[config.mk]
export PLATFORM = sky130hd
export DESIGN_NAME = hex_scan_ctrl_flat
export DESIGN_NICKNAME = d
export VERILOG_FILES = /design/src/rtl/hex_scan_ctrl_pkg.sv /design/src/rtl/hex_scan_ctrl_if.sv /design/src/rtl/hex_scan_ctrl_seg_lut.sv /design/src/rtl/hex_scan_ctrl.sv /design/src/flat_wrapper.sv
export SDC_FILE = /design/constraint.sdc
export NUM_CORES = 1
export LEC_CHECK = 0
export BUFFER_PORTS_ARGS = -buffer_cell sky130_fd_sc_hd__buf_2
export CAP_MARGIN = 20
export CORE_UTILIZATION = 40
export DETAILED_ROUTE_END_ITERATION = 8
export SLEW_MARGIN = 20
export SYNTH_ARGS = -nofsm -noshare
export SYNTH_HDL_FRONTEND = slang
export SYNTH_SLANG_ARGS = --single-unit
[constraint.sdc]
create_clock -name clk -period 2.87 [get_ports clk]
set_input_delay 0.861 -clock clk [delete_from_list [all_inputs] [get_ports clk]]
set_output_delay 0.861 -clock clk [all_outputs]
set_load 0.02 [all_outputs]
[src/rtl/hex_scan_ctrl_pkg.sv]
// Shared definitions for the hex scan display controller.
// Holds the active-low segment patterns, the scan state encoding and a
// width helper used to size index and counter registers.
package hex_disp_pkg;

  typedef enum logic [1:0] {
    OFF   = 2'd0,
    BLANK = 2'd1,
    SHOW  = 2'd2
  } disp_state_e;

  // All segments off (active-low).
  localparam logic [6:0] SEG_BLANK = 7'h7F;

  // Active-low patterns, bit0=a .. bit6=g; entry 0 is the rightmost element.
  localparam logic [15:0][6:0] SEG_MAP = {
    7'h0E, 7'h06, 7'h21, 7'h46, 7'h03, 7'h08, 7'h18, 7'h00,
    7'h78, 7'h02, 7'h12, 7'h19, 7'h30, 7'h24, 7'h79, 7'h40
  };

  // Bits needed to hold values 0..n-1, never less than one.
  function automatic int unsigned idx_w(input int unsigned n);
    return (n > 1) ? $clog2(n) : 1;
  endfunction

endpackage

[src/rtl/hex_scan_ctrl_if.sv]
// Host/display bundle for hex_scan_ctrl.
//   master: host side, drives enable, shadow writes, blank mask and update;
//           observes update_pending, frame_start and the display pins.
//   slave : controller side, the reverse directions.
interface hex_scan_ctrl_if #(
  parameter int N_DIGITS = 4
);
  import hex_disp_pkg::*;

  localparam int AW = idx_w(N_DIGITS);

  logic                en;
  logic                wr_en;
  logic [AW-1:0]       wr_addr;
  logic [3:0]          wr_data;
  logic [N_DIGITS-1:0] blank_mask;
  logic                update;
  logic                update_pending;
  logic                frame_start;
  logic [N_DIGITS-1:0] an;
  logic [6:0]          seg;

  modport master (
    output en, wr_en, wr_addr, wr_data, blank_mask, update,
    input  update_pending, frame_start, an, seg
  );

  modport slave (
    input  en, wr_en, wr_addr, wr_data, blank_mask, update,
    output update_pending, frame_start, an, seg
  );

endinterface

[src/rtl/hex_scan_ctrl_seg_lut.sv]
// Hex nibble to active-low seven-segment pattern (purely combinational).
//   i_nibble : 4-bit hex value
//   o_seg    : 7-bit pattern, bit0=a .. bit6=g, 0 = segment lit
module hex_seg_lut
  import hex_disp_pkg::*;
(
  input  logic [3:0] i_nibble,
  output logic [6:0] o_seg
);

  assign o_seg = SEG_MAP[i_nibble];

endmodule

[src/rtl/hex_scan_ctrl.sv]
// Time-multiplexed scan controller for common-anode seven-segment digits.
//   clk    : system clock
//   rst_n  : asynchronous active-low reset
//   bus_if : slave side of hex_scan_ctrl_if (enable, shadow writes, blank
//            mask, commit request, update_pending, frame_start, an, seg)
// Each digit slot is BLANK_CYCLES dark clocks followed by DWELL_CYCLES lit
// clocks. Shadow nibbles are copied to the active set at a frame boundary
// once a commit has been requested.
module hex_scan_ctrl
  import hex_disp_pkg::*;
#(
  parameter int N_DIGITS     = 4,
  parameter int DWELL_CYCLES = 50000,
  parameter int BLANK_CYCLES = 500
) (
  input  logic             clk,
  input  logic             rst_n,
  hex_scan_ctrl_if.slave   bus_if
);

  localparam int AW   = idx_w(N_DIGITS);
  localparam int CMAX = (DWELL_CYCLES > BLANK_CYCLES) ? DWELL_CYCLES : BLANK_CYCLES;
  localparam int CW   = idx_w(CMAX);

  localparam logic [CW-1:0] DWELL_LAST = CW'(DWELL_CYCLES - 1);
  localparam logic [CW-1:0] BLANK_LAST = CW'((BLANK_CYCLES > 0) ? BLANK_CYCLES - 1 : 0);
  localparam logic [AW-1:0] IDX_LAST   = AW'(N_DIGITS - 1);

  disp_state_e                r_state, w_state_d;
  disp_state_e                w_slot_first_state;
  logic [AW-1:0]              r_idx, w_idx_d;
  logic [CW-1:0]              r_cnt, w_cnt_d;
  logic [N_DIGITS-1:0][3:0]   r_shadow, r_active;
  logic                       r_pending;
  logic                       r_frame_start;
  logic [N_DIGITS-1:0]        r_an;
  logic [6:0]                 r_seg;
  logic                       w_boundary;
  logic                       w_lit;
  logic [6:0]                 w_lut_seg;

  // First phase of every slot: BLANK, or SHOW when there is no gap.
  assign w_slot_first_state = (BLANK_CYCLES > 0) ? BLANK : SHOW;

  always_comb begin
    w_state_d  = r_state;
    w_idx_d    = r_idx;
    w_cnt_d    = r_cnt;
    w_boundary = 1'b0;
    if (!bus_if.en) begin
      w_state_d = OFF;
      w_idx_d   = '0;
      w_cnt_d   = '0;
    end else begin
      unique case (r_state)
        OFF: begin
          w_boundary = 1'b1;
          w_state_d  = w_slot_first_state;
          w_idx_d    = '0;
          w_cnt_d    = '0;
        end
        BLANK: begin
          if (r_cnt == BLANK_LAST) begin
            w_state_d = SHOW;
            w_cnt_d   = '0;
          end else begin
            w_cnt_d = r_cnt + 1'b1;
          end
        end
        SHOW: begin
          if (r_cnt == DWELL_LAST) begin
            w_state_d = w_slot_first_state;
            w_cnt_d   = '0;
            if (r_idx == IDX_LAST) begin
              w_idx_d    = '0;
              w_boundary = 1'b1;
            end else begin
              w_idx_d = r_idx + 1'b1;
            end
          end else begin
            w_cnt_d = r_cnt + 1'b1;
          end
        end
        default: w_state_d = OFF;
      endcase
    end
  end

  always_ff @(posedge clk or negedge rst_n) begin
    if (!rst_n) begin
      r_state <= OFF;
      r_idx   <= '0;
      r_cnt   <= '0;
    end else begin
      r_state <= w_state_d;
      r_idx   <= w_idx_d;
      r_cnt   <= w_cnt_d;
    end
  end

  // Commit copies the shadow as it was before any write on the same edge.
  always_ff @(posedge clk or negedge rst_n) begin
    if (!rst_n) begin
      r_shadow  <= '0;
      r_active  <= '0;
      r_pending <= 1'b0;
    end else begin
      if (bus_if.wr_en && (int'(bus_if.wr_addr) < N_DIGITS)) begin
        r_shadow[bus_if.wr_addr] <= bus_if.wr_data;
      end
      if (w_boundary) begin
        if (r_pending || bus_if.update) begin
          r_active <= r_shadow;
        end
        r_pending <= 1'b0;
      end else if (bus_if.update) begin
        r_pending <= 1'b1;
      end
    end
  end

  hex_seg_lut u_seg_lut (
    .i_nibble (r_active[r_idx]),
    .o_seg    (w_lut_seg)
  );

  // Gating with en makes the pins go dark on the edge that leaves the scan.
  assign w_lit = bus_if.en && (r_state == SHOW) && !bus_if.blank_mask[r_idx];

  always_ff @(posedge clk or negedge rst_n) begin
    if (!rst_n) begin
      r_an          <= '1;
      r_seg         <= SEG_BLANK;
      r_frame_start <= 1'b0;
    end else begin
      r_an          <= w_lit ? ~(N_DIGITS'(1) << r_idx) : '1;
      r_seg         <= w_lit ? w_lut_seg : SEG_BLANK;
      r_frame_start <= bus_if.en && (r_state == w_slot_first_state) &&
                       (r_idx == '0) && (r_cnt == '0);
    end
  end

  assign bus_if.an             = r_an;
  assign bus_if.seg            = r_seg;
  assign bus_if.frame_start    = r_frame_start;
  assign bus_if.update_pending = r_pending;

endmodule

[src/flat_wrapper.sv]
// flat-port wrapper written by rule: the top's interface ports become plain ports
module hex_scan_ctrl_flat import hex_disp_pkg::*;
#(
  parameter int N_DIGITS     = 4,
  parameter int DWELL_CYCLES = 50000,
  parameter int BLANK_CYCLES = 500
)
  (clk, rst_n, bus_if_en, bus_if_wr_en, bus_if_wr_addr, bus_if_wr_data, bus_if_blank_mask, bus_if_update, bus_if_update_pending, bus_if_frame_start, bus_if_an, bus_if_seg);
  hex_scan_ctrl_if #(.N_DIGITS(N_DIGITS)) bus_if_i ();
  input  logic clk;
  input  logic rst_n;
  input wire logic [$bits(bus_if_i.en)-1:0] bus_if_en;
  input wire logic [$bits(bus_if_i.wr_en)-1:0] bus_if_wr_en;
  input wire logic [$bits(bus_if_i.wr_addr)-1:0] bus_if_wr_addr;
  input wire logic [$bits(bus_if_i.wr_data)-1:0] bus_if_wr_data;
  input wire logic [$bits(bus_if_i.blank_mask)-1:0] bus_if_blank_mask;
  input wire logic [$bits(bus_if_i.update)-1:0] bus_if_update;
  output wire logic [$bits(bus_if_i.update_pending)-1:0] bus_if_update_pending;
  output wire logic [$bits(bus_if_i.frame_start)-1:0] bus_if_frame_start;
  output wire logic [$bits(bus_if_i.an)-1:0] bus_if_an;
  output wire logic [$bits(bus_if_i.seg)-1:0] bus_if_seg;
  assign bus_if_i.en = bus_if_en;
  assign bus_if_i.wr_en = bus_if_wr_en;
  assign bus_if_i.wr_addr = bus_if_wr_addr;
  assign bus_if_i.wr_data = bus_if_wr_data;
  assign bus_if_i.blank_mask = bus_if_blank_mask;
  assign bus_if_i.update = bus_if_update;
  assign bus_if_update_pending = bus_if_i.update_pending;
  assign bus_if_frame_start = bus_if_i.frame_start;
  assign bus_if_an = bus_if_i.an;
  assign bus_if_seg = bus_if_i.seg;
  hex_scan_ctrl #(.N_DIGITS(N_DIGITS), .DWELL_CYCLES(DWELL_CYCLES), .BLANK_CYCLES(BLANK_CYCLES)) u_core (.clk(clk), .rst_n(rst_n), .bus_if(bus_if_i));
endmodule
Yosys cells after proc, flatten, opt, wreduce, memory -nomap -nowiden
Memories as Yosys holds them, arrays and structs flattened.
Cells that the tools add are included.
{"block": "totals", "ff_bits": 65, "romBits": 112, "input_bits": 15, "out_inout_bits": 13, "wordCells": 76, "memories": 1}
{"memory": "(name not given)", "words": 16, "word_bits": 7, "read_ports": 1, "rd_ports_with_merged_regs": 0, "write_ports": 0, "line_no": "hex_scan_ctrl_seg_lut.sv:11", "source": "assign o_seg = SEG_MAP[i_nibble];"}
{"block": "op_classes", "add_sub_neg": 2, "order_cmp": 4, "eq_ne": 9, "n_shift": 1, "n_mux": 28, "bitwise": 1, "reduce_logical": 15}
{"op": "$mux 16", "count": 3}
{"op": "$pmux 16 s3", "count": 1}
{"op": "$add 16x1->16 const B", "count": 1}
{"op": "$bwmux 16", "count": 1}
{"op": "$eq 16x16->1 const B", "count": 1}
{"op": "$eq 16x9->1 const B", "count": 1}
{"op": "$logic_not 16->1", "count": 1}
{"op": "$mux 7", "count": 2}
{"op": "$mux 2", "count": 6}
{"op": "$mux 4", "count": 3}
{"op": "$bmux 4 s2", "count": 1}
{"op": "$demux 4 s2", "count": 1}
{"op": "$logic_and 1x1->1", "count": 6}
{"op": "$lt 2x3->1 const B", "count": 2}
{"op": "$mux 1", "count": 6}
{"op": "$ne 3x2->1 const B", "count": 2}
{"op": "$pmux 2 s3", "count": 1}
{"op": "$reduce_and 2->1", "count": 3}
{"op": "$lt 4x5->1 const B", "count": 1}
{"op": "$eq 2x2->1 const B", "count": 2}
{"op": "$logic_not 2->1", "count": 2}
{"op": "$ne 4x1->1 const B", "count": 1}
{"op": "$not 4->4", "count": 1}
{"op": "$pmux 2 s2", "count": 1}
{"op": "other kinds (10)", "count": 10}

Logic depth before layout (Yosys ltp)
{"block": "depth", "word_depth": 6, "depth_mapped": 9, "depth_no_buf": 8}

Modules after synthesis
Synthesis repeated with hierarchy kept, for this count alone.
{"block": "unflattened", "hier_cells": 302, "area_unflattened_um2": 3560.9}
{"mod": "hex_scan_ctrl", "instances": 1, "cells_per_inst": 268, "area_each_um2": 3305.7, "seq_area_each_um2": 1640.3}
{"mod": "hex_seg_lut", "instances": 1, "cells_per_inst": 34, "area_each_um2": 255.2, "seq_area_each_um2": 0.0}

Worst setup path before layout
Ideal clock, no wire load.
{"block": "synth_path", "path_type": "reg2reg", "start": "register u_core.r_cnt[12]", "end": "register u_core.r_active[10] in the netlist's numbering", "setup_ns": 0.125, "t_arrival_ns": 2.216, "t_required_ns": 2.745, "setup_slack_ns": 0.529, "path_stages_with_launch": 7, "path_buffers": 1, "period_less_slack_ns": 2.341, "cell_sequence": "dfrtp_1 or4_4 nor4_4 a31oi_2 nor2_4 buf_6 mux2_2"}
{"block": "synth_between", "elab_chain_cells": 5}
{"item": "start: declaration", "line_no": "hex_scan_ctrl.sv:32", "source": "logic [CW-1:0] r_cnt, w_cnt_d;"}
{"item": "start signal: assignment", "line_no": "hex_scan_ctrl.sv:97", "source": "r_cnt <= w_cnt_d;"}
{"item": "$eq 16x16->1", "line_no": "hex_scan_ctrl.sv:71", "source": "if (r_cnt == DWELL_LAST) begin"}
{"item": "$mux 1", "line_no": "hex_scan_ctrl.sv:71"}
{"item": "$pmux 1 s2", "line_no": "hex_scan_ctrl.sv:55", "source": "unique case (r_state)"}
{"item": "$mux 1", "line_no": "hex_scan_ctrl.sv:50", "source": "if (!bus_if.en) begin"}
{"item": "$reduce_and 2->1 (no source line)"}
{"item": "end signal: assignment", "line_no": "hex_scan_ctrl.sv:113", "source": "r_active <= r_shadow;"}
{"item": "end: declaration", "line_no": "hex_scan_ctrl.sv:33", "source": "logic [N_DIGITS-1:0][3:0] r_shadow, r_active;"}
Every way passes these cells.
A chain may end at the register's enable or synchronous reset.

Worst setup path in the final report
{"block": "layout_path", "start": "register u_core.r_cnt[12]", "end": "register u_core.r_cnt[4]"}
{"block": "layout_between", "elab_chain_cells": 4, "elab_cells_between_ends": 6, "classes_between": "eq/ne: 2; mux: 4"}
{"item": "$eq 16x16->1 or $eq 16x9->1 (tied branches)", "line_no": "hex_scan_ctrl.sv:71, hex_scan_ctrl.sv:63"}
{"item": "$mux 16, on equally long branches", "line_no": "hex_scan_ctrl.sv:71, hex_scan_ctrl.sv:63"}
{"item": "$pmux 16 s3 (*)", "line_no": "hex_scan_ctrl.sv:55"}
{"item": "$mux 16 (*)", "line_no": "hex_scan_ctrl.sv:50"}
Mark *: on every way between the ends. The rest lies on a longest branch, timed or not.

==> flow_summary.yaml <==
floorplanning:
  die_w_um: 92.11
  num_io_pins: 28
  rows: 32
  initial_utilization_pct: 41.60
  die_h_um: 92.11
  die-area_mm2: 0.008484
  fp.coreArea_mm2: 0.007807
yosys:
  synth_simple_gate_area_share_pct: 12.67
  synthArstFlopShare_pct: 100.0
  avgSynthCellArea_um2: 11.94
  synth_cell_types: 45
  synth_seq_cells: 65
  synthAdderAreaFrac_pct: 5.778
  synth_compound_area_share_pct: 9.361
  synth_nets: 302
  synth-edff-count: 0
  syn-cell-area_mm2: 0.003248
  synth_top_family_by_area: "multiplexers"
  synth_mux_area_share_pct: 17.14
  synthXorXnorAreaFrac_pct: 1.618
  postSynthCellCount: 272
  yosys_warnings: 0
  ys_seq_area_share_pct: 50.50
  synthFlopType: "dfrtp_1"
critical_path:
  rr_startpoint: "u_core.r_cnt[12]"
  start_kind: "register"
  cp_max_fo: 8
  regToRegSetupSlack_ns: 0.39
  cp-end-kind: "register"
  cp_data_arrival_time_ns: 2.69
  ff2ff_path_depth: 6
  critical_path_class: "reg2reg"
  crit_required_ns: 3.08
  r2r-end: "u_core.r_cnt[4]"
outcome:
  status: "completed"
clocking:
  cts-buffers-inserted: 9
  cts_resized: 0
  root_buffer: "clkbuf_8"
  clk_latency_ns: 0.35
  clock_path_buffers: 2
  clkTransAtPathRegs_ns: 0.08
  cts_tree: "built"
  cts.sinks: 65
  htreeDepth: 3
  cts_setup_buffers: 0
  hold_buffers: 0
drt:
  drt_iter0_markers: 126
  wire_per_inst_um: 15.00
  dr_total_vias: 2261
  firstDrtPassIters: 4
  drc: 0
  viasPerCell: 5.435
  routed_wl_um: 6241
  ant_nets: 0
power_and_ir_drop:
  pwr-share-comb_pct: 31.4
  p_clk_share_pct: 27.5
  p_per_area_mw_per_mm2: 799.4
  leakagePower_nw: 1.507
  power_switching_w: 0.001007
  ir_drop_uv: 308.5
  swShare_pct: 33.69
  p_int_w: 0.001982
  p_seq_share_pct: 41.1
finish:
  area_growth_pct: 15.14
  postLayoutCoreUtil_pct: 47.90
  layout-drive-gt1-share_pct: 34.08
  finalNonFillerCells: 416
  diodes: 0
  fin_nets: 339
placement:
  io_buffers: 27
  preCtsSetupSlack_ns: 0.3978
  gp_congestion: 0.8074
  dp_cells: 400
  dp_hpwl_um: 4293
timing:
  post-route-min-period_ns: 2.483
  slew_headroom_pct: 45.46
  fin_crit_sh_pct: 86.52
  fin_tns_setup_ns: 0
  rsz0062_at_grt: "no"
  holdWs_ns: 0.5037
  fmax_ghz: 0.4027
  setup_viol: 0
  worst-slew-pin-transition_ns: 0.8096
  hold_viol: 0
  post-route-worst-setup-slack_ns: 0.3869
  final.setup_skew_ns: 0.008147
  slew_violations: 0
grt:
  grt_pass1_wl_um: 11050
  antenna_found_initial: 0
  grt_max_degree: 66
  grt_pass1_vias: 2212
  grt_overflow_total: 0
  grt_use_total_pct: 16.96
hold_path:
  hp-class: "in2async"
job:
  drv_cap: 0
## routing by layer
| metal | vias up | track usage (%) | part of all wire [%] |
|---|---|---|---|
| li1 | 1088 | - | - |
| met1 | 1095 | 24.12 | 51 |
| met2 | 68 | 24.75 | 43 |
| met3 | 10 | 3.980 | 4.2 |
| met4 | 0 | 7.031 | 1.7 |
| met5 | - | 0 | 0 |
## Yosys cell counts (all sizes together) (2+ instances only)
cell | number | area, um^2
or3 | 2 | 12.51
nor4 | 5 | 46.29
o22ai | 3 | 18.77
ha | 15 | 187.7
nand3b | 2 | 15.01
nand3 | 8 | 40.04
o31ai | 7 | 52.55
inv | 17 | 63.81
a21oi | 5 | 25.02
nand2 | 13 | 48.80
xnor2 | 6 | 52.55
o211ai | 2 | 15.01
dfrtp | 54 | 1351
nor2 | 22 | 92.59
nand4 | 6 | 37.54
dfstp | 11 | 289.0
nor3 | 7 | 35.03
mux2i | 5 | 50.05
buf | 2 | 16.26
o221ai | 9 | 78.83
o21ai | 8 | 40.04
mux4 | 5 | 112.6
mux2 | 35 | 394.1
nand2b | 3 | 18.77
clkbuf | 4 | 15.01
## how the worst max path moves through the flow
stage	startpoint	to	slack, ns	depth (start not counted)
after floorplan	u_core.r_cnt[12]	u_core.r_active[10]	0.53	6
after global placement	bus_if_en	u_core.r_cnt[4]	0.42	5
after detailed placement	bus_if_en	u_core.r_cnt[4]	0.40	5
after CTS	u_core.r_cnt[12]	u_core.r_cnt[4]	0.39	6
after global routing	u_core.r_cnt[12]	u_core.r_cnt[4]	0.18	6
final	u_core.r_cnt[12]	u_core.r_cnt[4]	0.39	6
## per-stage QoR
step	area, um^2	total power, W
after detailed placement	3530	0.002172
after CTS	3740	0.003012
final	3740	0.002990
after floorplan	3248	0.001942
after global placement	3530	0.002149
after global routing	3740	0.003208
## kinds of logic after synthesis
kind of cell	after synthesis
AND/OR/NAND/NOR	76
XOR/XNOR	6
buffers and inverters	23
multiplexers	45
flip-flops	65
adder cells (fa/ha/maj)	15
AO/OA/AOI/OAI	42
## sequential cells by signal (all words and copies together), names as in the netlist
signal / flops
u_core.r_idx: 2
u_core.r_active: 16
u_core.bus_if.update_pending: 1
u_core.r_state: 2
u_core.bus_if.an: 4
u_core.r_cnt: 16
u_core.bus_if.seg: 7
u_core.bus_if.frame_start: 1
u_core.r_shadow: 16
## critical path: stages (launching register included)
cell	delay, ns
dfrtp_1	0.43
or4_4	0.58
nor4_4	0.32
buf_4	0.19
o21ai_0	0.30
nor2_2	0.38
o32ai_1	0.15
## power by group through the flow
stage               combinational, W  sequential [W]  clock [W]
global route                 0.00106         0.00125   0.000899
floorplan                   0.000715         0.00123          0
global placement            0.000910         0.00124          0
finish                      0.000939         0.00123   0.000823
detailed placement          0.000925         0.00125          0
CTS                         0.000939         0.00123   0.000844
## cells in the final DEF (no fill, tap or decap), types with 2 or more instances in the layout
| master | netlist | layout |
|---|---|---|
| mux4_2 | 5 | 5 |
| nand4_1 | 6 | 6 |
| o22ai_1 | 3 | 3 |
| nand2_1 | 13 | 13 |
| buf_4 | 0 | 4 |
| nand3_1 | 8 | 8 |
| a21oi_1 | 5 | 5 |
| xnor2_1 | 6 | 6 |
| mux2_2 | 35 | 35 |
| nand3b_1 | 2 | 2 |
| nand2b_1 | 3 | 3 |
| ha_1 | 15 | 15 |
| mux2i_1 | 5 | 5 |
| clkbuf_8 | 0 | 10 |
| inv_6 | 0 | 3 |
| dfstp_2 | 11 | 11 |
| nor4_1 | 4 | 4 |
| o31ai_1 | 7 | 7 |
| dfrtp_1 | 54 | 54 |
| o211ai_1 | 2 | 2 |
| o21ai_0 | 8 | 8 |
| o221ai_1 | 9 | 9 |
| inv_1 | 17 | 17 |
| buf_2 | 1 | 27 |
| nor3_1 | 7 | 7 |
| nor2_1 | 20 | 20 |
| or3_1 | 2 | 2 |
## area by class of cell
cell class / count / area (um^2)
Sequential cell: 65 / 1640
Clock inverter: 6 / 72.57
Clock buffer: 10 / 137.6
Timing Repair Buffer: 32 / 185.2
Multi-Input combinational cell: 184 / 1513
Inverter: 17 / 63.81
Tap cell: 102 / 127.6
Fill cell: 730 / 4068
No activity file was read; power rests on OpenSTA's default activity.
